File: config.mk
export PLATFORM = sky130hd
export DESIGN_NAME = mem_access_ctrl
export DESIGN_NICKNAME = d
export VERILOG_FILES = /design/src/rtl/mem_acc_pkg.sv /design/src/rtl/mem_acc_addr_gen.sv /design/src/rtl/mem_access_ctrl.sv
export SDC_FILE = /design/constraint.sdc
export NUM_CORES = 1
export LEC_CHECK = 0
export BUFFER_PORTS_ARGS = -buffer_cell sky130_fd_sc_hd__clkbuf_2
export CAP_MARGIN = 20
export CORE_MARGIN = 3
export CORE_UTILIZATION = 30
export DETAILED_ROUTE_END_ITERATION = 16
export PLACE_DENSITY = 0.69
export RECOVER_POWER = 50
export SLEW_MARGIN = 10
export SYNTH_ARGS = -nofsm -noshare
export SYNTH_HDL_FRONTEND = slang
export SYNTH_SLANG_ARGS = --single-unit
export TNS_END_PERCENT = 50
File: constraint.sdc
create_clock -name clk -period 1.5 [get_ports clk]
set_input_delay 0.3 -clock clk [delete_from_list [all_inputs] [get_ports clk]]
set_output_delay 0.3 -clock clk [all_outputs]
set_load 0.02 [all_outputs]
File: src/rtl/mem_acc_pkg.sv
// Shared types and default widths for the data-memory access controller.
package mem_acc_pkg;

  localparam int unsigned ADDR_W_DEF = 8;
  localparam int unsigned DATA_W_DEF = 16;
  localparam int unsigned LEN_W_DEF  = 4;

  typedef enum logic [1:0] {
    IDLE  = 2'd0,
    READ  = 2'd1,
    RESP  = 2'd2,
    WRITE = 2'd3
  } state_t;

endpackage

File: src/rtl/mem_acc_addr_gen.sv
// Burst address generator: holds the current address and beats remaining,
// increments with natural wrap at the top of the address space.
module mem_acc_addr_gen
  import mem_acc_pkg::*;
#(
  parameter int unsigned ADDR_W = ADDR_W_DEF,
  parameter int unsigned LEN_W  = LEN_W_DEF
) (
  input  logic              clk,
  input  logic              rst,
  input  logic              i_load,
  input  logic [ADDR_W-1:0] i_addr,
  input  logic [LEN_W-1:0]  i_len,
  input  logic              i_adv,
  output logic [ADDR_W-1:0] o_addr,
  output logic              o_last
);

  logic [ADDR_W-1:0] r_addr;
  logic [LEN_W-1:0]  r_beats_left;

  always_ff @(posedge clk) begin
    if (rst) begin
      r_addr       <= '0;
      r_beats_left <= '0;
    end else if (i_load) begin
      r_addr       <= i_addr;
      r_beats_left <= i_len;
    end else if (i_adv) begin
      r_addr       <= r_addr + 1'b1;
      r_beats_left <= r_beats_left - 1'b1;
    end
  end

  assign o_addr = r_addr;
  assign o_last = (r_beats_left == '0);

endmodule

File: src/rtl/mem_access_ctrl.sv
// Load/store initiator for the data memory with burst loads and a registered
// response channel. Define MEM_ACC_WPROT_EN to drop stores at/above WPROT_BASE.
module mem_access_ctrl
  import mem_acc_pkg::*;
#(
  parameter int unsigned ADDR_W = ADDR_W_DEF,
  parameter int unsigned DATA_W = DATA_W_DEF,
  parameter int unsigned LEN_W  = LEN_W_DEF
`ifdef MEM_ACC_WPROT_EN
  ,
  parameter logic [ADDR_W-1:0] WPROT_BASE = 8'hF0
`endif
) (
  input  logic              clk,
  input  logic              rst,
  input  logic              req_valid,
  output logic              req_ready,
  input  logic              req_we,
  input  logic [ADDR_W-1:0] req_addr,
  input  logic [LEN_W-1:0]  req_len,
  input  logic [DATA_W-1:0] req_wdata,
  output logic              rsp_valid,
  input  logic              rsp_ready,
  output logic [DATA_W-1:0] rsp_data,
  output logic              rsp_last,
  output logic              wr_done,
  output logic              err,
  output logic              busy,
  output logic              mem_rd_en,
  output logic              mem_wr_en,
  output logic [ADDR_W-1:0] mem_addr,
  output logic [DATA_W-1:0] mem_write_data,
  input  logic [DATA_W-1:0] mem_read_data
);

  state_t            r_state, w_next;
  logic [DATA_W-1:0] r_wdata;
  logic [DATA_W-1:0] r_rsp_data;
  logic              r_rsp_valid, r_rsp_last, r_wr_done, r_err;
  logic              w_accept, w_hs, w_last, w_prot;
  logic [ADDR_W-1:0] w_addr;

  assign w_accept = req_valid & (r_state == IDLE);
  assign w_hs     = (r_state == RESP) & rsp_ready;

  mem_acc_addr_gen #(
    .ADDR_W (ADDR_W),
    .LEN_W  (LEN_W)
  ) u_addr_gen (
    .clk    (clk),
    .rst    (rst),
    .i_load (w_accept),
    .i_addr (req_addr),
    .i_len  (req_len),
    .i_adv  (w_hs & ~w_last),
    .o_addr (w_addr),
    .o_last (w_last)
  );

`ifdef MEM_ACC_WPROT_EN
  assign w_prot = (w_addr >= WPROT_BASE);
`else
  assign w_prot = 1'b0;
`endif

  always_comb begin
    w_next = r_state;
    case (r_state)
      IDLE:    if (w_accept) w_next = req_we ? WRITE : READ;
      READ:    w_next = RESP;
      RESP:    if (w_hs) w_next = w_last ? IDLE : READ;
      WRITE:   w_next = IDLE;
      default: w_next = IDLE;
    endcase
  end

  always_ff @(posedge clk) begin
    if (rst) r_state <= IDLE;
    else     r_state <= w_next;
  end

  // Response registers capture the comb memory read at the end of READ and
  // stay frozen through RESP until the core takes the beat.
  always_ff @(posedge clk) begin
    if (rst) begin
      r_rsp_data  <= '0;
      r_rsp_valid <= 1'b0;
      r_rsp_last  <= 1'b0;
    end else if (r_state == READ) begin
      r_rsp_data  <= mem_read_data;
      r_rsp_valid <= 1'b1;
      r_rsp_last  <= w_last;
    end else if (w_hs) begin
      r_rsp_valid <= 1'b0;
      r_rsp_last  <= 1'b0;
    end
  end

  always_ff @(posedge clk) begin
    if (rst) begin
      r_wdata   <= '0;
      r_wr_done <= 1'b0;
      r_err     <= 1'b0;
    end else begin
      if (w_accept && req_we) r_wdata <= req_wdata;
      r_wr_done <= (r_state == WRITE);
      r_err     <= (r_state == WRITE) & w_prot;
    end
  end

  assign req_ready      = (r_state == IDLE);
  assign busy           = (r_state != IDLE);
  assign rsp_valid      = r_rsp_valid;
  assign rsp_data       = r_rsp_data;
  assign rsp_last       = r_rsp_last;
  assign wr_done        = r_wr_done;
  assign err            = r_err;
  assign mem_rd_en      = (r_state == READ);
  assign mem_wr_en      = (r_state == WRITE) & ~rst & ~w_prot;
  assign mem_addr       = w_addr;
  assign mem_write_data = r_wdata;

endmodule

==> results of run 1 <==
worst register-to-register path, cell delays in order (launching register included):
cell and delay, ps:
dfxtp_2 330, inv_2 60, ha_4 130, or3b_4 400, buf_6 150, nand4_1 90
xor2_1 190, a211oi_2 90
power breakdown:
part	internal (mW)	leakage, nW	switching (mW)
sequential	1.40	0.401	0.0677
combinational	0.277	0.675	0.387
clock	0.485	0.0540	0.425
total	2.16	1.13	0.880
layout make-up:
cell class,count,share of cell area [%]
sequential,49,36.7
multi-input combinational,171,34.0
timing repair buffer,112,21.3
tap,75,3.50
clock buffer,5,2.57
clock inverter,2,1.31
inverter,4,0.654
cells in the mapped netlist, types with 2 or more instances:
cell,number
and3_1,3
buf_4,2
ha_1,2
and4_1,2
nand2_1,67
a211oi_1,11
clkbuf_1,6
nor2_1,15
nand4_1,3
xor2_1,8
buf_2,9
xnor2_1,2
a21oi_1,34
o21a_1,2
nand3_1,8
nor3_1,2
inv_1,3
dfxtp_1,49
metrics by stage:
stage / power, mW / hold WS, ps / cell area, um^2
finish: 3.04 / 210 / 2680
CTS: 3.10 / 198 / 2720
detailed placement: 2.14 / 446 / 2580
global route: 3.23 / 190 / 2680
floorplan: 1.87 / 436 / 1970
global placement: 2.13 / 441 / 2580
worst min-delay path by stage:
stage | from | end | slack, ps | cells after the start
floorplan | mem_read_data[0] | rsp_data[0] | 440 | 2
global placement | rsp_data[4] | rsp_data[4] | 440 | 2
detailed placement | mem_write_data[7] | mem_write_data[7] | 450 | 2
CTS | req_wdata[12] | mem_write_data[12] | 200 | 3
global route | mem_read_data[4] | rsp_data[4] | 190 | 3
finish | req_wdata[12] | mem_write_data[12] | 210 | 3
what timing repair did:
action,in CTS,in global routing
setup endpoints to repair,15,15
hold endpoints to repair,0,0
pin swaps,7,5
resized for setup,12,4
layer usage:
metal | global-route usage [%] | vias to the layer above | routed length (um)
li1 | - | 1001 | -
met1 | 17.1 | 830 | 2260
met2 | 21.9 | 62 | 2270
met3 | 3.31 | 8 | 363
met4 | 5.10 | 0 | 76
met5 | 0 | - | 0
kinds of logic (layout without fill, tap and decap cells):
family,after synthesis,after routing
compound gates,51,51
xor+xnor,10,10
fa+ha+maj,2,2
buf+inv,21,123
flops,49,49
mux,1,1
other cells,1,1
simple gates,106,106
sequential cells by signal, summed over array words and instances, names as in the netlist:
| signal | count |
|---|---|
| mem_write_data | 16 |
| rsp_data | 16 |
| u_addr_gen.o_addr | 8 |
| u_addr_gen.r_beats_left | 4 |
| r_state | 2 |
| rsp_last | 1 |
| rsp_valid | 1 |
| wr_done | 1 |
==> impl_results.html, run 1 <==
<table>
<tr><th>Metric</th><th>Value</th></tr>
<tr><th colspan="2">Setup path</th></tr>
<tr><td>Critical path cell sequence</td><td>inv_2 &gt; ha_4 &gt; or3b_4 &gt; buf_6 &gt; nand4_1 &gt; xor2_1 &gt; a211oi_2</td></tr>
<tr><td>Worst Path Buf+Inv</td><td>2</td></tr>
<tr><td>Number of cells on the critical path</td><td>7</td></tr>
<tr><td>Type of the worst setup path</td><td>reg -&gt; reg</td></tr>
<tr><td>Crit path required time</td><td>1690 ps</td></tr>
<tr><td>Maximum fanout encountered on the critical timing path</td><td>7</td></tr>
<tr><td>Crit path largest cell delay</td><td>around 400 ps</td></tr>
<tr><td>Launch instance of the worst register-to-register path</td><td>u_addr_gen.r_beats_left[1]</td></tr>
<tr><td>Category of the worst setup path launch point</td><td>flop</td></tr>
<tr><td>Slowest cell on crit path</td><td>or3b_4</td></tr>
<tr><td>Element type at the critical path end</td><td>flop</td></tr>
<tr><td>End of the worst register-to-register path</td><td>u_addr_gen.o_addr[5]</td></tr>
<tr><td>Category of cells accounting for the largest share of critical-path delay</td><td>simple AND/OR/NAND/NOR gates</td></tr>
<tr><td>FF-to-FF path depth</td><td>7</td></tr>
<tr><td>Critical Path Sink</td><td>u_addr_gen.o_addr[5]</td></tr>
<tr><td>Setup crit start</td><td>u_addr_gen.r_beats_left[1]</td></tr>
<tr><td>Crit path DAT</td><td>between 1500 and 2000 ps</td></tr>
<tr><td>Register-to-register setup slack</td><td>-50 ps</td></tr>
<tr><th colspan="2">Clocking</th></tr>
<tr><td>Depth of the CTS H-tree</td><td>2</td></tr>
<tr><td>Number of post-CTS setup repair buffers</td><td>0</td></tr>
<tr><td>Hold buffer count at CTS</td><td>0</td></tr>
<tr><td>Clock tree from TritonCTS</td><td>built</td></tr>
<tr><td>Clock slew at the register clock pins of the worst setup and hold paths</td><td>90 ps</td></tr>
<tr><td>Maximum clock path buffer count</td><td>2</td></tr>
<tr><td>CTS Buf Count</td><td>5</td></tr>
<tr><td>Cell at the root of the clock tree</td><td>clkbuf_8</td></tr>
<tr><td>Number of sinks on the clock net</td><td>49</td></tr>
<tr><td>Skew-Pair Late Insertion Delay</td><td>300 ps</td></tr>
<tr><th colspan="2">Power and ir drop</th></tr>
<tr><td>Peak supply drop</td><td>0.000490 V</td></tr>
<tr><td>Standby leakage power</td><td>1.13 nW</td></tr>
<tr><td>Power Density</td><td>approximately 1100 nW/um^2</td></tr>
<tr><th colspan="2">Final layout</th></tr>
<tr><td>Sequential Area</td><td>approximately 980 um^2</td></tr>
<tr><td>Diode count</td><td>0</td></tr>
<tr><td>Final core utilization</td><td>43.7%</td></tr>
<tr><td>Most common cell after layout, fill and taps aside</td><td>nand2_1</td></tr>
<tr><td>Number of standard cells in the layout, taps in and fillers out</td><td>418</td></tr>
<tr><td>Growth of design area from synthesis to finish</td><td>36.4%</td></tr>
<tr><td>Final layout net count</td><td>between 300 and 400</td></tr>
<tr><td>Ratio of cells with drive above 1 in the final layout</td><td>between 20% and 30%</td></tr>
<tr><td>Top library cells by usage in the layout, fill and taps aside</td><td>nand2_1, clkbuf_2, dfxtp_1</td></tr>
<tr><td>Fill count</td><td>approximately 640</td></tr>
<tr><td>Combined area of the multi-input logic cells</td><td>910 um^2</td></tr>
<tr><th colspan="2">Yosys</th></tr>
<tr><td>Number of synthesis warnings</td><td>0</td></tr>
<tr><td>Seq/Total Area, Yosys</td><td>between 40 and 50%</td></tr>
<tr><td>Count of flip-flops with a built-in enable after synthesis</td><td>0</td></tr>
<tr><td>Number of storage elements in the synthesis netlist</td><td>49</td></tr>
<tr><td>Area share of the largest cell type after synthesis</td><td>50.0%</td></tr>
<tr><td>Post-Synthesis Net Count</td><td>292</td></tr>
<tr><td>Syn Std Cell Area</td><td>around 2000 um^2</td></tr>
<tr><td>Yosys top cell by area</td><td>dfxtp_1</td></tr>
<tr><td>Per-instance average area after synthesis</td><td>8.15 um^2</td></tr>
<tr><td>Share of synthesized registers carrying an async set or reset</td><td>0%</td></tr>
<tr><td>Post-synthesis xor/xnor area fraction</td><td>4.46%</td></tr>
<tr><td>Main area contributors after synthesis</td><td>dfxtp_1, nand2_1, a21oi_1</td></tr>
<tr><td>Post-synthesis share of cell area spent on full adders, half adders and majority gates</td><td>1.27%</td></tr>
<tr><td>Main combinational cell family by area after synthesis</td><td>simple AND/OR/NAND/NOR gates</td></tr>
<tr><td>Synth Flop Type</td><td>dfxtp_1</td></tr>
<tr><td>Complex-gate fraction of the synthesized area</td><td>15.2%</td></tr>
<tr><td>Simple-gate share of the synthesized area</td><td>23.4%</td></tr>
<tr><td>Number of distinct library cells after synthesis</td><td>31</td></tr>
<tr><td>Multiplexer fraction of the synthesized cell area</td><td>0.510%</td></tr>
<tr><td>Post-Syn Instances</td><td>241</td></tr>
<tr><th colspan="2">Floorplanning</th></tr>
<tr><td>Floorplan row count</td><td>28</td></tr>
<tr><td>Die Span X</td><td>86.9 um</td></tr>
<tr><td>Starting density of the core</td><td>between 30 and 40%</td></tr>
<tr><td>Top-level I/O count</td><td>97</td></tr>
<tr><td>Die area</td><td>7550 um^2</td></tr>
<tr><td>Core Footprint</td><td>6130 um^2</td></tr>
<tr><td>Die outline height</td><td>86.9 um</td></tr>
<tr><th colspan="2">Global route</th></tr>
<tr><td>Total grt overflow</td><td>0</td></tr>
<tr><td>First-pass GRT wire length</td><td>8.20 mm</td></tr>
<tr><td>Via count of the first global-routing pass</td><td>1,877</td></tr>
<tr><td>GRT Total Usage</td><td>a little over an eighth</td></tr>
<tr><td>Pin count of the biggest net entering global routing</td><td>24</td></tr>
<tr><td>Initial antenna violation count</td><td>0</td></tr>
<tr><th colspan="2">STA</th></tr>
<tr><td>Setup slack of the critical path after layout</td><td>-47.5 ps</td></tr>
<tr><td>Setup repair after global routing missed its margin</td><td>yes</td></tr>
<tr><td>Aggregate negative setup slack</td><td>-57.5 ps</td></tr>
<tr><td>Fmax</td><td>646 MHz</td></tr>
<tr><td>Clock skew</td><td>about 3.4 ps</td></tr>
<tr><td>Minimum period implied by the final worst setup slack</td><td>1550 ps</td></tr>
<tr><td>Number of pins with negative max-slew slack in the final report</td><td>0</td></tr>
<tr><td>Finish-stage setup viols</td><td>3</td></tr>
<tr><td>Final critical-path share of the clock period</td><td>103%</td></tr>
<tr><td>Final hold vios</td><td>0</td></tr>
<tr><th colspan="2">Detailed routing</th></tr>
<tr><td>Number of detailed-route iterations in the first pass</td><td>4</td></tr>
<tr><td>Post-route DRC</td><td>0</td></tr>
<tr><td>Via count</td><td>1,901</td></tr>
<tr><td>Final antenna-violating net count</td><td>0</td></tr>
<tr><td>Wire per inst</td><td>between 10 and 15 um</td></tr>
<tr><td>Total Routed Length</td><td>4.96 mm</td></tr>
<tr><td>Count of routing violations after the opening detailed-route iteration</td><td>70</td></tr>
<tr><td>Via density per instance</td><td>4.55</td></tr>
<tr><th colspan="2">Place</th></tr>
<tr><td>DP Cell Count</td><td>411</td></tr>
<tr><td>Number of I/O port buffers</td><td>95</td></tr>
<tr><td>Worst Setup Slack post-DPL</td><td>-87.5 ps</td></tr>
<tr><td>Final estimated routing congestion in global placement</td><td>0.764</td></tr>
<tr><td>DPL Wire Length</td><td>roughly 3.7 mm</td></tr>
<tr><th colspan="2">Outcome</th></tr>
<tr><td>Outcome</td><td>complete, but fails checks</td></tr>
<tr><td>Violated checks</td><td>negative setup slack</td></tr>
<tr><th colspan="2">Min path</th></tr>
<tr><td>Type of the worst min-delay path</td><td>in -&gt; reg</td></tr>
<tr><th colspan="2">Job</th></tr>
<tr><td>Max cap viols</td><td>0</td></tr>
</table>
Power figures use the tool's default switching activity.
==> run 2: changes to the inputs <==
--- a/config.mk
+++ b/config.mk
@@ -10,7 +10,7 @@
 export CORE_MARGIN = 3
 export CORE_UTILIZATION = 30
 export DETAILED_ROUTE_END_ITERATION = 16
-export PLACE_DENSITY = 0.69
+export PLACE_DENSITY = 0.67
 export RECOVER_POWER = 50
 export SLEW_MARGIN = 10
 export SYNTH_ARGS = -nofsm -noshare
==> constraint.sdc (replaced) <==
create_clock -name clk -period 1.6 [get_ports clk]
set_input_delay 0.32 -clock clk [delete_from_list [all_inputs] [get_ports clk]]
set_output_delay 0.32 -clock clk [all_outputs]
set_load 0.02 [all_outputs]
==> run 2 against run 1 <==
Critical path depth unchanged. Non-clock buffer count decreased by 3. Critical path type unchanged. The flow now finishes without violations. Global-route usage down 0.30 points. Clock power is 27% lower. Wire length increased by 1.7%.
==> impl_results.html, run 2 (synthesized netlist as in run 1, its figures left out) <==
<table>
<tr><th>Metric</th><th>Value</th></tr>
<tr><th colspan="2">Floorplanning</th></tr>
<tr><td>Die outline height</td><td>86.9 um</td></tr>
<tr><td>Die area</td><td>7550 um^2</td></tr>
<tr><td>Top-level I/O count</td><td>97</td></tr>
<tr><td>Die Span X</td><td>approximately 87 um</td></tr>
<tr><td>Floorplan row count</td><td>28</td></tr>
<tr><td>Core Footprint</td><td>between 6000 and 7000 um^2</td></tr>
<tr><td>Starting density of the core</td><td>32.0%</td></tr>
<tr><th colspan="2">Setup path</th></tr>
<tr><td>Slowest cell on crit path</td><td>or3b_4</td></tr>
<tr><td>Crit path DAT</td><td>1750 ps</td></tr>
<tr><td>Maximum fanout encountered on the critical timing path</td><td>8</td></tr>
<tr><td>Crit path required time</td><td>around 1800 ps</td></tr>
<tr><td>Critical path cell sequence</td><td>inv_1 &gt; ha_4 &gt; or3b_4 &gt; buf_6 &gt; nand4_1 &gt; xor2_1 &gt; a211oi_2</td></tr>
<tr><td>Element type at the critical path end</td><td>flop</td></tr>
<tr><td>FF-to-FF path depth</td><td>7</td></tr>
<tr><td>Category of the worst setup path launch point</td><td>flop</td></tr>
<tr><td>Number of cells on the critical path</td><td>7</td></tr>
<tr><td>Worst Path Buf+Inv</td><td>2</td></tr>
<tr><td>Crit path largest cell delay</td><td>390 ps</td></tr>
<tr><td>Type of the worst setup path</td><td>reg -&gt; reg</td></tr>
<tr><td>Category of cells accounting for the largest share of critical-path delay</td><td>simple AND/OR/NAND/NOR gates</td></tr>
<tr><th colspan="2">Min path</th></tr>
<tr><td>Number of instances on the worst hold path</td><td>3</td></tr>
<tr><td>Type of the worst min-delay path</td><td>in -&gt; reg</td></tr>
<tr><th colspan="2">STA</th></tr>
<tr><td>Fmax</td><td>633 MHz</td></tr>
<tr><td>Minimum period implied by the final worst setup slack</td><td>1580 ps</td></tr>
<tr><td>Setup repair after global routing missed its margin</td><td>yes</td></tr>
<tr><td>Final critical-path share of the clock period</td><td>a little over nine tenths</td></tr>
<tr><td>Number of pins with negative max-slew slack in the final report</td><td>0</td></tr>
<tr><td>Aggregate negative setup slack</td><td>0 ps</td></tr>
<tr><td>Clock skew</td><td>4.86 ps</td></tr>
<tr><td>Setup slack of the critical path after layout</td><td>20.9 ps</td></tr>
<tr><td>Finish-stage setup viols</td><td>0</td></tr>
<tr><td>Final hold vios</td><td>0</td></tr>
<tr><th colspan="2">Power and ir drop</th></tr>
<tr><td>Internal power summed over all cells</td><td>1.86 mW</td></tr>
<tr><td>Part of the power in the clock network</td><td>roughly a quarter</td></tr>
<tr><td>Power Density</td><td>997 nW/um^2</td></tr>
<tr><td>Sequential power share</td><td>between 50% and 60%</td></tr>
<tr><td>Post-route total power</td><td>between 2 and 3 mW</td></tr>
<tr><td>Peak supply drop</td><td>about 0.00041 V</td></tr>
<tr><td>Standby leakage power</td><td>1.21 nW</td></tr>
<tr><td>Switching share of power</td><td>between 30 and 40%</td></tr>
<tr><td>Net load switching power</td><td>slightly above 0.8 mW</td></tr>
<tr><td>Combinational group share of total power</td><td>23.3%</td></tr>
<tr><th colspan="2">Detailed routing</th></tr>
<tr><td>Count of routing violations after the opening detailed-route iteration</td><td>44</td></tr>
<tr><td>Via density per instance</td><td>4.57</td></tr>
<tr><td>Total Routed Length</td><td>just over 5 mm</td></tr>
<tr><td>Via count</td><td>1,891</td></tr>
<tr><td>Number of detailed-route iterations in the first pass</td><td>4</td></tr>
<tr><td>Post-route DRC</td><td>0</td></tr>
<tr><td>Final antenna-violating net count</td><td>0</td></tr>
<tr><td>Wire per inst</td><td>12.2 um</td></tr>
<tr><th colspan="2">Global route</th></tr>
<tr><td>Via count of the first global-routing pass</td><td>1,786</td></tr>
<tr><td>GRT Total Usage</td><td>13.1%</td></tr>
<tr><td>Total grt overflow</td><td>0</td></tr>
<tr><td>Initial antenna violation count</td><td>0</td></tr>
<tr><td>Pin count of the biggest net entering global routing</td><td>34</td></tr>
<tr><td>First-pass GRT wire length</td><td>~8.0 mm</td></tr>
<tr><th colspan="2">Clocking</th></tr>
<tr><td>CTS Buf Count</td><td>5</td></tr>
<tr><td>Skew-Pair Late Insertion Delay</td><td>290 ps</td></tr>
<tr><td>Cell at the root of the clock tree</td><td>clkbuf_8</td></tr>
<tr><td>Clock tree from TritonCTS</td><td>built</td></tr>
<tr><td>Clock slew at the register clock pins of the worst setup and hold paths</td><td>90 ps</td></tr>
<tr><td>Hold buffer count at CTS</td><td>0</td></tr>
<tr><td>Depth of the CTS H-tree</td><td>2</td></tr>
<tr><td>Number of sinks on the clock net</td><td>49</td></tr>
<tr><td>Maximum clock path buffer count</td><td>2</td></tr>
<tr><th colspan="2">Final layout</th></tr>
<tr><td>Final core utilization</td><td>43.6%</td></tr>
<tr><td>Top library cells by usage in the layout, fill and taps aside</td><td>clkbuf_2, nand2_1, dfxtp_1</td></tr>
<tr><td>Final layout net count</td><td>~400</td></tr>
<tr><td>Ratio of cells with drive above 1 in the final layout</td><td>37.8%</td></tr>
<tr><td>Growth of design area from synthesis to finish</td><td>36.3%</td></tr>
<tr><td>Most common cell after layout, fill and taps aside</td><td>clkbuf_2</td></tr>
<tr><td>Diode count</td><td>0</td></tr>
<tr><th colspan="2">Job</th></tr>
<tr><td>Max cap viols</td><td>0</td></tr>
<tr><th colspan="2">Place</th></tr>
<tr><td>Number of I/O port buffers</td><td>95</td></tr>
<tr><td>DPL Wire Length</td><td>roughly 3.8 mm</td></tr>
<tr><td>Final estimated routing congestion in global placement</td><td>0.809</td></tr>
<tr><td>Worst Setup Slack post-DPL</td><td>-72.7 ps</td></tr>
<tr><th colspan="2">Outcome</th></tr>
<tr><td>Outcome</td><td>finished clean</td></tr>
</table>
## run 2: cell count changes in the layout (fill, tap and decap cells not counted), moves of 2 or more
cell,previous run,this run
buf_4,16,13
a211oi_2,1,3
clkbuf_1,30,0
a211oi_1,11,9
clkbuf_2,65,95
## run 2: power by group through the flow
stage	clock (mW)	combinational (mW)	sequential, mW
final	0.667	0.621	1.38
after global routing	0.747	0.686	1.39
after CTS	0.705	0.605	1.38
after detailed placement	0	0.588	1.40
after global placement	0	0.578	1.40
after floorplan	0	0.271	1.48
## run 2: stage by stage
step                      cells  hold slack, ps  area (um^2)
after floorplan             241             456         1960
after global placement      406             441         2540
after detailed placement    406             447         2540
after CTS                   412             226         2630
after global routing        414             233         2680
final                       414             236         2680
## run 2: worst paths after layout
check | from | end | slack [ps]
hold / removal | req_wdata[2] | mem_write_data[2] | 240
setup / recovery | u_addr_gen.r_beats_left[0] | u_addr_gen.o_addr[6] | 20
hold reg to reg | rsp_data[13] | rsp_data[13] | 450
setup reg to reg | u_addr_gen.r_beats_left[0] | u_addr_gen.o_addr[6] | 20
## run 2: area by class of cell
class | count | area (um^2)
multi-input combinational | 171 | 922
clock inverter | 1 | 5.00
clock buffer | 5 | 68.8
fill | 633 | 3460
timing repair buffer | 109 | 584
sequential | 49 | 983
inverter | 4 | 17.5
tap | 75 | 93.8
## run 2: worst min-delay path, stage by stage
cell and delay [ps]:
clkbuf_2 80, nand2_1 40, a21oi_1 50
## run 2: what timing repair did
action                                  in CTS  in global routing
pin swaps                                    1                  6
buffers inserted                             0                  2
resized for setup                            7                  7
endpoints found under the setup margin      10                 15
## run 2: per-layer routing
layer / GRT usage, % / up-vias / wire [um]
li1: - / 992 / -
met3: 4.82 / 2 / 395
met4: 2.97 / 0 / 23
met2: 22.5 / 63 / 2410
met5: 0 / - / 0
met1: 15.6 / 834 / 2210
==> run 3: changes to the inputs <==
--- a/config.mk
+++ b/config.mk
@@ -5,12 +5,13 @@
 export SDC_FILE = /design/constraint.sdc
 export NUM_CORES = 1
 export LEC_CHECK = 0
+export ABC_AREA = 1
 export BUFFER_PORTS_ARGS = -buffer_cell sky130_fd_sc_hd__clkbuf_2
 export CAP_MARGIN = 20
 export CORE_MARGIN = 3
 export CORE_UTILIZATION = 30
 export DETAILED_ROUTE_END_ITERATION = 16
-export PLACE_DENSITY = 0.67
+export PLACE_DENSITY = 0.66
 export RECOVER_POWER = 50
 export SLEW_MARGIN = 10
 export SYNTH_ARGS = -nofsm -noshare
==> run 3 against run 2 <==
Critical path depth down 3. Non-clock buffer count shrank 7. Area after synthesis is 16% higher. Clock skew up 5.1 ps. Sequential power about the same. Core utilization shrank 4.6 points.
==> impl_results.html, run 3 <==
<table>
<tr><th>Metric</th><th>Value</th></tr>
<tr><th colspan="2">Yosys</th></tr>
<tr><td>Number of synthesis warnings</td><td>0</td></tr>
<tr><td>Number of distinct library cells after synthesis</td><td>30</td></tr>
<tr><td>Number of storage elements in the synthesis netlist</td><td>49</td></tr>
<tr><td>Seq/Total Area, Yosys</td><td>43.2%</td></tr>
<tr><td>Count of flip-flops with a built-in enable after synthesis</td><td>0</td></tr>
<tr><td>Share of synthesized registers carrying an async set or reset</td><td>0%</td></tr>
<tr><td>Synth Flop Type</td><td>dfxtp_1</td></tr>
<tr><td>Per-instance average area after synthesis</td><td>approximately 7.6 um^2</td></tr>
<tr><td>Post-Synthesis Net Count</td><td>around 350</td></tr>
<tr><td>Area share of the largest cell type after synthesis</td><td>43.2%</td></tr>
<tr><td>Dominant cell by count in the synthesized netlist</td><td>nor2_1</td></tr>
<tr><td>Post-Syn Instances</td><td>297</td></tr>
<tr><td>Post-synth top cells</td><td>nor2_1, nand2_1, dfxtp_1</td></tr>
<tr><td>Main area contributors after synthesis</td><td>dfxtp_1, nor2_1, nand2_1</td></tr>
<tr><td>Syn Std Cell Area</td><td>2270 um^2</td></tr>
<tr><td>Yosys top cell by area</td><td>dfxtp_1</td></tr>
<tr><th colspan="2">Final layout</th></tr>
<tr><td>Final layout net count</td><td>440</td></tr>
<tr><td>Diode count</td><td>0</td></tr>
<tr><td>Ratio of cells with drive above 1 in the final layout</td><td>26.5%</td></tr>
<tr><td>Growth of design area from synthesis to finish</td><td>25.3%</td></tr>
<tr><td>Top library cells by usage in the layout, fill and taps aside</td><td>nor2_1, clkbuf_2, nand2_1</td></tr>
<tr><td>Most common cell after layout, fill and taps aside</td><td>nor2_1</td></tr>
<tr><th colspan="2">Clocking</th></tr>
<tr><td>Clock slew at the register clock pins of the worst setup and hold paths</td><td>90 ps</td></tr>
<tr><td>Cell at the root of the clock tree</td><td>clkbuf_8</td></tr>
<tr><td>Hold buffer count at CTS</td><td>0</td></tr>
<tr><td>CTS Buf Count</td><td>5</td></tr>
<tr><td>Number of sinks on the clock net</td><td>49</td></tr>
<tr><td>Maximum clock path buffer count</td><td>2</td></tr>
<tr><td>Skew-Pair Late Insertion Delay</td><td>290 ps</td></tr>
<tr><td>Clock tree from TritonCTS</td><td>built</td></tr>
<tr><td>Depth of the CTS H-tree</td><td>2</td></tr>
<tr><th colspan="2">Floorplanning</th></tr>
<tr><td>Die outline height</td><td>approximately 93 um</td></tr>
<tr><td>Die area</td><td>8650 um^2</td></tr>
<tr><td>Starting density of the core</td><td>31.1%</td></tr>
<tr><td>Top-level I/O count</td><td>97</td></tr>
<tr><td>Floorplan row count</td><td>31</td></tr>
<tr><td>Core Footprint</td><td>roughly 7300 um^2</td></tr>
<tr><td>Die Span X</td><td>slightly above 90 um</td></tr>
<tr><th colspan="2">Min path</th></tr>
<tr><td>Type of the worst min-delay path</td><td>in -&gt; reg</td></tr>
<tr><td>Number of instances on the worst hold path</td><td>3</td></tr>
<tr><th colspan="2">Power and ir drop</th></tr>
<tr><td>Standby leakage power</td><td>1.18 nW</td></tr>
<tr><td>Sequential power share</td><td>49.2%</td></tr>
<tr><td>Power Density</td><td>~1000 nW/um^2</td></tr>
<tr><td>Switching share of power</td><td>~33%</td></tr>
<tr><td>Post-route total power</td><td>2.85 mW</td></tr>
<tr><td>Internal power summed over all cells</td><td>1.90 mW</td></tr>
<tr><td>Combinational group share of total power</td><td>25.0%</td></tr>
<tr><td>Net load switching power</td><td>0.943 mW</td></tr>
<tr><td>Peak supply drop</td><td>approximately 0.00041 V</td></tr>
<tr><td>Part of the power in the clock network</td><td>between 20% and 30%</td></tr>
<tr><th colspan="2">Setup path</th></tr>
<tr><td>Crit path required time</td><td>around 1300 ps</td></tr>
<tr><td>Register-to-register setup slack</td><td>130 ps</td></tr>
<tr><td>Type of the worst setup path</td><td>reg -&gt; out</td></tr>
<tr><td>Maximum fanout encountered on the critical timing path</td><td>5</td></tr>
<tr><td>Element type at the critical path end</td><td>output port</td></tr>
<tr><td>Category of the worst setup path launch point</td><td>flop</td></tr>
<tr><td>FF-to-FF path depth</td><td>9</td></tr>
<tr><td>Crit path DAT</td><td>1220 ps</td></tr>
<tr><th colspan="2">Detailed routing</th></tr>
<tr><td>Post-route DRC</td><td>0</td></tr>
<tr><td>Via count</td><td>about 2,200</td></tr>
<tr><td>Number of detailed-route iterations in the first pass</td><td>4</td></tr>
<tr><td>Final antenna-violating net count</td><td>0</td></tr>
<tr><td>Wire per inst</td><td>~12 um</td></tr>
<tr><td>Total Routed Length</td><td>6.02 mm</td></tr>
<tr><td>Via density per instance</td><td>4.53</td></tr>
<tr><td>Count of routing violations after the opening detailed-route iteration</td><td>75</td></tr>
<tr><th colspan="2">STA</th></tr>
<tr><td>Number of pins with negative max-slew slack in the final report</td><td>0</td></tr>
<tr><td>Finish-stage setup viols</td><td>0</td></tr>
<tr><td>Setup repair after global routing missed its margin</td><td>yes</td></tr>
<tr><td>Max transition margin</td><td>66.3%</td></tr>
<tr><td>Hold slack final</td><td>243 ps</td></tr>
<tr><td>Final critical-path share of the clock period</td><td>96.3%</td></tr>
<tr><td>Worst-Margin Slew</td><td>504 ps</td></tr>
<tr><td>Fmax</td><td>649 MHz</td></tr>
<tr><td>Minimum period implied by the final worst setup slack</td><td>1540 ps</td></tr>
<tr><td>Final hold vios</td><td>0</td></tr>
<tr><td>Clock skew</td><td>9.96 ps</td></tr>
<tr><th colspan="2">Global route</th></tr>
<tr><td>Via count of the first global-routing pass</td><td>~2,100</td></tr>
<tr><td>Initial antenna violation count</td><td>0</td></tr>
<tr><td>Pin count of the biggest net entering global routing</td><td>25</td></tr>
<tr><td>First-pass GRT wire length</td><td>9.83 mm</td></tr>
<tr><td>GRT Total Usage</td><td>~14%</td></tr>
<tr><td>Total grt overflow</td><td>0</td></tr>
<tr><th colspan="2">Place</th></tr>
<tr><td>Number of I/O port buffers</td><td>95</td></tr>
<tr><td>Final estimated routing congestion in global placement</td><td>approximately 0.84</td></tr>
<tr><td>DPL Wire Length</td><td>4.40 mm</td></tr>
<tr><th colspan="2">Job</th></tr>
<tr><td>Max cap viols</td><td>0</td></tr>
<tr><th colspan="2">Outcome</th></tr>
<tr><td>Outcome</td><td>finished clean</td></tr>
</table>
run 3: cell types whose count changed after synthesis, sizes merged, moves of 3 or more:
| cell | change |
|---|---|
| nand2 | -12 |
| a211oi | -10 |
| inv | +13 |
| nor2 | +46 |
| nand4 | -3 |
| a21oi | -8 |
| and3 | -3 |
| xor2 | -8 |
| o21ai | +27 |
| nand3 | +24 |
run 3: cells by family (layout without fill, tap and decap cells):
family | Yosys count | after routing | share of synthesized area (%)
buffers and inverters | 35 | 127 | 9.09
flip-flops | 49 | 49 | 43.2
AO/OA/AOI/OAI | 57 | 57 | 14.5
other | 1 | 1 | 0.165
adder cells (fa/ha/maj) | 2 | 2 | 1.10
AND/OR/NAND/NOR | 153 | 153 | 31.9
run 3: cell type report:
class	instances	area [um^2]
Timing Repair Buffer	102	477
Tap cell	99	124
Fill cell	829	4450
Inverter	18	75.1
Clock buffer	6	82.6
Sequential cell	49	982
Clock inverter	1	7.51
Multi-Input combinational cell	213	1100
run 3: worst max-delay path, stage by stage, from the launching register on:
cell and delay, ps:
dfxtp_1 390, inv_1 150, nor2_4 130, buf_6 110, clkbuf_2 160
run 3: final timing paths:
kind / startpoint / to
worst max-delay path: r_state[0] / mem_rd_en
worst min-delay path: mem_read_data[15] / rsp_data[15]
worst max register to register: u_addr_gen.r_beats_left[0] / u_addr_gen.o_addr[3]
worst min register to register: rsp_valid / rsp_valid
run 3: stage by stage:
step	cell area (um^2)	setup TNS [ps]	instances	setup slack [ps]	utilization [%]
2_1_floorplan	2270	0	297	262	-
3_3_place_gp	2780	0	480	161	38.1
3_5_place_dp	2780	0	480	88.7	38.1
4_1_cts	2880	0	488	18.7	39.5
5_1_grt	2850	-64.6	488	-60.2	39.0
6_report	2850	0	488	59.7	39.0
run 3: what timing repair did:
action                                  4_1_cts  5_1_grt
setup buffers                                 1        0
endpoints found under the setup margin        1       10
gates resized for setup                       1        7
endpoints found under the hold margin         0        0
run 3: per-layer routing:
metal | up-vias | track usage, % | routed length, um
li1 | 1144 | - | -
met4 | 0 | 3.17 | 24
met3 | 2 | 3.46 | 365
met2 | 61 | 25.4 | 3050
met5 | - | 0 | 0
met1 | 1006 | 16.1 | 2580
run 3: power groups by stage:
stage / Sequential [mW] / Combinational [mW] / Clock, mW
after floorplan: 1.51 / 0.417 / 0
after global placement: 1.42 / 0.707 / 0
after detailed placement: 1.42 / 0.720 / 0
after CTS: 1.40 / 0.729 / 0.767
after global routing: 1.41 / 0.797 / 0.814
final: 1.40 / 0.712 / 0.735
